## config.mk

```make
export PLATFORM = sky130hd
export DESIGN_NAME = pat_tx
export DESIGN_NICKNAME = d
export VERILOG_FILES = /design/src/rtl/pat_tx.sv
export SDC_FILE = /design/constraint.sdc
export NUM_CORES = 1
export LEC_CHECK = 0
export ABC_AREA = 1
export BUFFER_PORTS_ARGS = -buffer_cell sky130_fd_sc_hd__buf_2
export CAP_MARGIN = 30
export CORE_MARGIN = 4
export CORE_UTILIZATION = 53
export CTS_BUF_LIST = sky130_fd_sc_hd__clkbuf_8
export DETAILED_ROUTE_END_ITERATION = 8
export PLACE_DENSITY_LB_ADDON = 0.3
export SETUP_SLACK_MARGIN = 0.4
export SYNTH_ARGS = -nofsm -noshare
export SYNTH_HDL_FRONTEND = slang
export SYNTH_SLANG_ARGS = --single-unit
```

## constraint.sdc

```tcl
create_clock -name clk -period 1.5 [get_ports clk]
set_clock_uncertainty 0.1 [all_clocks]
set_input_delay 0.3 -clock clk [delete_from_list [all_inputs] [get_ports clk]]
set_output_delay 0.3 -clock clk [all_outputs]
set_load 0.05 [all_outputs]
```

## src/rtl/pat_tx.sv

```systemverilog
// pat_tx: serial frame transmitter that sends a sync word, then a payload, then idle gap bits
// Ports:
//   clk    - clock, all logic on posedge
//   reset  - synchronous active-high reset, priority over everything
//   start  - frame request, accepted when start && ready
//   din    - payload, sampled only in the accept cycle
//   ready  - high in IDLE, a frame may be accepted this cycle
//   data   - registered serial line
//   valid  - high while a sync or payload bit is on data
//   sync   - high while a sync bit is on data
//   last   - high with the final payload bit
module pat_tx #(
    parameter int                  SYNC_LEN  = 8,
    parameter logic [SYNC_LEN-1:0] SYNC_WORD = SYNC_LEN'(8'b00110111),
    parameter int                  DATA_W    = 8,
    parameter int                  GAP_LEN   = 2,
    parameter logic                IDLE_BIT  = 1'b1
) (
    input  logic              clk,
    input  logic              reset,
    input  logic              start,
    input  logic [DATA_W-1:0] din,
    output logic              ready,
    output logic              data,
    output logic              valid,
    output logic              sync,
    output logic              last
);
    localparam int FW = SYNC_LEN + DATA_W;
    localparam int MX = SYNC_LEN > DATA_W ? (SYNC_LEN > GAP_LEN ? SYNC_LEN : GAP_LEN)
                                          : (DATA_W > GAP_LEN ? DATA_W : GAP_LEN);
    localparam int CW = $clog2(MX + 1);
    localparam logic [1:0] S_IDLE = 2'd0;
    localparam logic [1:0] S_SYNC = 2'd1;
    localparam logic [1:0] S_PAY  = 2'd2;
    localparam logic [1:0] S_GAP  = 2'd3;
    logic [1:0]    state_q, state_d;
    logic [CW-1:0] cnt_q, cnt_d;
    logic [FW-1:0] shift_q, shift_d;
    logic          data_q, data_d, valid_q, valid_d, sync_q, sync_d, last_q, last_d;
    logic          done;
    // cnt_q holds the number of bits left in the current phase, including the one on data
    assign done  = cnt_q == CW'(1);
    assign ready = state_q == S_IDLE;
    assign data  = data_q;
    assign valid = valid_q;
    assign sync  = sync_q;
    assign last  = last_q;
    always_comb begin
        state_d = state_q;
        cnt_d   = cnt_q;
        shift_d = shift_q;
        data_d  = data_q;
        valid_d = valid_q;
        sync_d  = sync_q;
        last_d  = 1'b0;
        case (state_q)
            S_IDLE: if (start) begin
                state_d           = S_SYNC;
                cnt_d             = CW'(SYNC_LEN);
                // sync and payload share one shifter; first sync bit goes straight to the line
                {data_d, shift_d} = {SYNC_WORD, din, 1'b0};
                valid_d           = 1'b1;
                sync_d            = 1'b1;
            end
            S_SYNC: begin
                {data_d, shift_d} = {shift_q, 1'b0};
                state_d           = done ? S_PAY : S_SYNC;
                cnt_d             = done ? CW'(DATA_W) : cnt_q - 1'b1;
                sync_d            = !done;
                last_d            = done && DATA_W == 1;
            end
            S_PAY: if (done) begin
                state_d = GAP_LEN > 0 ? S_GAP : S_IDLE;
                cnt_d   = CW'(GAP_LEN);
                data_d  = IDLE_BIT;
                valid_d = 1'b0;
            end else begin
                {data_d, shift_d} = {shift_q, 1'b0};
                cnt_d             = cnt_q - 1'b1;
                last_d            = cnt_q == CW'(2);
            end
            default: begin
                state_d = done ? S_IDLE : S_GAP;
                cnt_d   = cnt_q - 1'b1;
            end
        endcase
    end
    always_ff @(posedge clk) begin
        if (reset) begin
            state_q <= S_IDLE;
            cnt_q   <= '0;
            shift_q <= '0;
            data_q  <= IDLE_BIT;
            valid_q <= 1'b0;
            sync_q  <= 1'b0;
            last_q  <= 1'b0;
        end else begin
            state_q <= state_d;
            cnt_q   <= cnt_d;
            shift_q <= shift_d;
            data_q  <= data_d;
            valid_q <= valid_d;
            sync_q  <= sync_d;
            last_q  <= last_d;
        end
    end
endmodule

```

# ---- Word-level counts from Yosys, hierarchy flattened
# Index checks and enable logic that the tools add are counted.
dict set report classes {
  bitwise 1
  reduce_logical 11
  muxes 19
  eq_ne 7
  add_sub_neg 1
}
# cell count
set op_table {}
lappend op_table {{16-bit case mux with 3 select lines} 1}
lappend op_table {{16-bit 2-to-1 mux} 2}
lappend op_table {{4-bit 2-to-1 mux} 3}
lappend op_table {{4-bit case mux with 3 select lines} 1}
lappend op_table {{2-bit 2-to-1 mux} 4}
lappend op_table {{2-bit inequality test (second input constant)} 3}
lappend op_table {{2-bit case mux with 3 select lines} 1}
lappend op_table {{2-bit AND reduction} 3}
lappend op_table {{3-bit AND reduction} 2}
lappend op_table {{4-bit by 1-bit equality test with 1-bit output (second input constant)} 1}
lappend op_table {{4-bit by 2-bit equality test with 1-bit output (second input constant)} 1}
lappend op_table {{1-bit 2-to-1 mux} 4}
lappend op_table {{1-bit case mux with 2 select lines} 2}
lappend op_table {{2-bit nonzero test} 2}
lappend op_table {{4-bit by 1-bit subtractor with 4-bit output (second input constant)} 1}
lappend op_table {{1-bit case mux with 3 select lines} 1}
lappend op_table {{3-bit nonzero test} 1}
lappend op_table {{3-bit OR reduction} 1}
lappend op_table {{2-bit by 1-bit equality test with 1-bit output (second input constant)} 1}
lappend op_table {{2-bit equality test (second input constant)} 1}
lappend op_table {{2-bit zero test} 1}
lappend op_table {{1-bit zero test} 1}
lappend op_table {{1-bit NOT} 1}
dict set report word_totals {
  inputBits 11
  wordCells 46
  regBits 26
  output_inout_bits 5
}

# ---- Longest topological paths before layout
dict set report depth {
  ltp_word 3
  mapped_depth 10
  mapped_depth_nobuf 9
}

# ---- Least setup slack after synthesis
# OpenSTA, ideal clock, no wires.
dict set report synth_path {
  path_kind {reg2reg}
  from {register state_q[0]}
  to {register shift_q[10]}
  period_less_slack_ns 1.850
  slack_ns -0.350
  path_stages_with_launch 11
  n_path_buf 1
  required_time_ns 1.282
  arrival_time_ns 1.632
  setup_ns 0.118
  cell_sequence {dfxtp_1 > inv_1 > ha_1 > inv_2 > nor2_4 > nor2_2 > nand2_4 > inv_4 > buf_8 > o21ai_1 > nor2_1}
}
dict set report synth_between {
  elab_chain_cells 3
  word_cells_on_any_way 8
  cone_classes {4 x eq/ne; 1 x mux; 3 x reduce/logical}
}
# item line
set synth_rtl {}
lappend synth_rtl {{start, declared} 37} ;# logic [1:0] state_q, state_d;
lappend synth_rtl {{start signal, assigned} 99} ;# state_q <= state_d;
lappend synth_rtl {{2-bit zero test *} --}
lappend synth_rtl {{via ready} 23} ;# output logic ready,
lappend synth_rtl {{2-bit inequality test (no line) or 3-bit nonzero test (tied branches)} --}
lappend synth_rtl {{3-bit AND reduction (no line)} --}
lappend synth_rtl {{end signal, assigned} 101} ;# shift_q <= shift_d;
lappend synth_rtl {{end, declared} 39} ;# logic [FW-1:0] shift_q, shift_d;
# The timed path passes the listed nets; every way through them passes the cells marked *.
# A chain may end at the register's enable or synchronous reset.

# ---- Worst setup path in the final report
dict set report layout_path {
  from {register state_q[1]}
  to {register shift_q[13]}
}
dict set report layout_between {
  elab_chain_cells 3
  word_cells_on_any_way 8
  cone_classes {4 x eq/ne; 1 x mux; 3 x reduce/logical}
}
# item line
set layout_rtl {}
lappend layout_rtl {{2-bit equality test, or another cell as far along} 57} ;# case (state_q)
lappend layout_rtl {{2-bit inequality test (no line) or 3-bit nonzero test (tied branches)} --}
lappend layout_rtl {{3-bit AND reduction (no line)} --}
# Parallel ways exist; a longest one is shown, timed or not.

==> results.md <==
- Syn Nets: 197
- CP top delay family: simple AND/OR/NAND/NOR gates
- I/O Pins: 16
- Num CTS Buffers: 3
- Netlist cell types: 31
- Worst-Margin Slew: 0.3019 ns
- Max cap viols: 0
- Final net count: 243
- Routed len/inst: 18.54 um
- Mapped Area: 0.001292 mm^2
- Sequential element share of the synthesized area: 38.72%
- Post-DP HPWL: 2034 um
- Failing checks: setup timing
- Critical path origin: state_q[1]
- Warnings, synthesis: 0
- Site row count: 17
- Cells after synthesis: 179
- Via Count: 1473
- Period utilization: 109.0%
- Vias in the first global route: 1506
- Worst Path Required: 1.57 ns
- Crit path launch type: flop
- CTS Buffer Depth: 2
- Die W: 57.38 um
- GPL Wtd Cong: 0.8857
- Status: finished with violations
- # DRC: 0
- Vias per std cell: 5.845
- H-tree levels: 1
- Final WS setup: -0.1345 ns
- Ys flop type: dfxtp_1
- Port Buf Inserts: 15
- Largest net degree at the start of global routing: 14
- Fmax: 611.8 MHz
- Clock Latency Late Sink: 0.28 ns
- CTS sink count: 25
- Clk pin slew, worst setup/hold paths: 0.09 ns
- Min-Delay Path Class: input port to flop
- RSZ-0062 raised after global routing: true
- CTS tree: built
- Routed Antenna Nets: 0
- Core ar.: 0.002276 mm^2
- Leakage: 0.9055 nW
- HP Start: din[0]
- Most common cell after layout, fill and taps aside: nand2_1
- CP Cell Sequence: buf_4, ha_4, nor2_4, buf_12, nand2_4, nor3_1, nor2_1
- Final hold vios: 0
- CTS root buf: clkbuf_8
- Area added between synthesis and finish: 52.95%
- Share of post-route cells with drive strength above 1: 50.45%
- Global route total overflow: 0
- Post-synth ARST share: 0%
- Initial antenna violation count: 0
- Pins Over Slew Limit: 0
- Fin crit period: 1.635 ns
- Die ar.: 0.003292 mm^2
- Kind of critical path: flop to flop
- Initial drt markers: 188
- Mapped Avg Cell Area: 7.221 um^2
- Tot GR Track Use: 26.13%
- CP peak stage delay: 0.37 ns
- CP Capture Type: flop
- Core Util, Final: 86.86%
- #FFs+latches synth: 25
- Total Power: 0.002258 W
- Initial Utilization: 56.79%
- Peak supply drop: 1.103 mV
- # setup viols final: 23
- CP Data Arrival Time: 1.70 ns
- Worst path slowest cell: dfxtp_4
- DR pass1 iterations: 4
- First-pass GRT wire length: 6768 um
- Drt total wl: 4672 um
- RR Startpoint: state_q[1]
- Crit path max fanout: 4
- Most frequent cells in the layout: 43 x nand2_1, 25 x buf_4, 18 x dfxtp_1
- EDFF count, synth: 0
- CP Buf/Inv Count: 2
- Max_slew headroom: 79.72%
- Chip height: 57.38 um
- Antenna cells: 0
- PD cells: 1142 mW/mm^2
-- cells by family after synthesis --
| kind of cell | synth area share, % |
|---|---|
| xor gates and xnor gates | 0.6778 |
| DFF | 38.72 |
| AOI/OAI and AO/OA | 13.36 |
| buffers and inverters | 8.711 |
| adders and majority gates | 6.776 |
| and+or+nand+nor | 31.75 |
-- worst register-to-register path, delay by kind of cell (launching register included) --
family                     cells  cell delay [ns]
adders and majority gates      1             0.18
buffers and inverters          2             0.30
DFF                            1             0.37
and+or+nand+nor                4             0.58
-- where the power goes --
part | leakage (nW) | switching (W) | internal [W]
clock network | 0.0269 | 0.000228 | 0.000184
logic | 0.669 | 0.000580 | 0.000427
registers | 0.210 | 0.0000827 | 0.000756
total | 0.905 | 0.000891 | 0.00137
-- per-stage QoR --
stage	setup TNS, ns	instances	setup WS [ns]	hold slack (ns)	area [um^2]
2_1_floorplan	-0.05371	179	-0.02451	0.2617	1318
3_3_place_gp	-0.03279	227	-0.01982	0.3440	1460
3_5_place_dp	-0.2335	227	-0.04883	0.3596	1460
4_1_cts	0	248	0.04189	0.1722	1836
5_1_grt	-2.598	252	-0.1976	0.1727	1977
6_report	-1.255	252	-0.1345	0.1747	1977
-- layer usage --
layer  vias to the layer above  global-route usage, %  wire (um)
li1                        664                      -          -
met2                       105                  45.16       2348
met4                         0                  16.89        214
met5                         -                      0          0
met1                       673                  28.30       1834
met3                        31                  5.882        275
-- timing repair --
item / in CTS / in global routing
gates cloned: 3 / 0
pin swaps: 10 / 7
setup endpoints to repair: 30 / 30
resized for setup: 56 / 31
hold buffers: 0 / 0
buffers inserted: 14 / 4
-- final cells by class --
type | instances | area (um^2)
clock buffers | 3 | 41.29
clock inverters | 1 | 3.754
fillers | 117 | 299.0
inverters | 16 | 83.83
multi-input cells | 134 | 923.4
flip-flops and latches | 25 | 511.7
well taps | 28 | 35.03
repair buffers | 44 | 371.6
repair inverters | 1 | 6.256
-- synthesized netlist by cell type (all sizes together) (2+ instances only) --
cell type	count	area (um^2)
a21oi	10	53.80
a31oi	2	12.51
buf	4	38.78
clkbuf	2	8.750
dfxtp	25	500.5
ha	7	87.58
inv	16	65.06
nand2	52	210.2
nand3	7	52.55
nor2	27	111.4
nor3	5	30.03
o21ai	17	85.08
-- worst paths after layout --
kind	end	slack, ns	depth (start not counted)
max	shift_q[13]	-0.13	7
min reg2reg	shift_q[6]	0.40	2
max reg2reg	shift_q[13]	-0.13	7
min	shift_q[1]	0.17	3
-- flip-flops by register name (all words and copies together), names as in the netlist --
signal and count:
cnt_q 4, sync 1, data 1, last 1, valid 1, shift_q 15, state_q 2
Note: power is estimated with default switching activity, not from simulation.
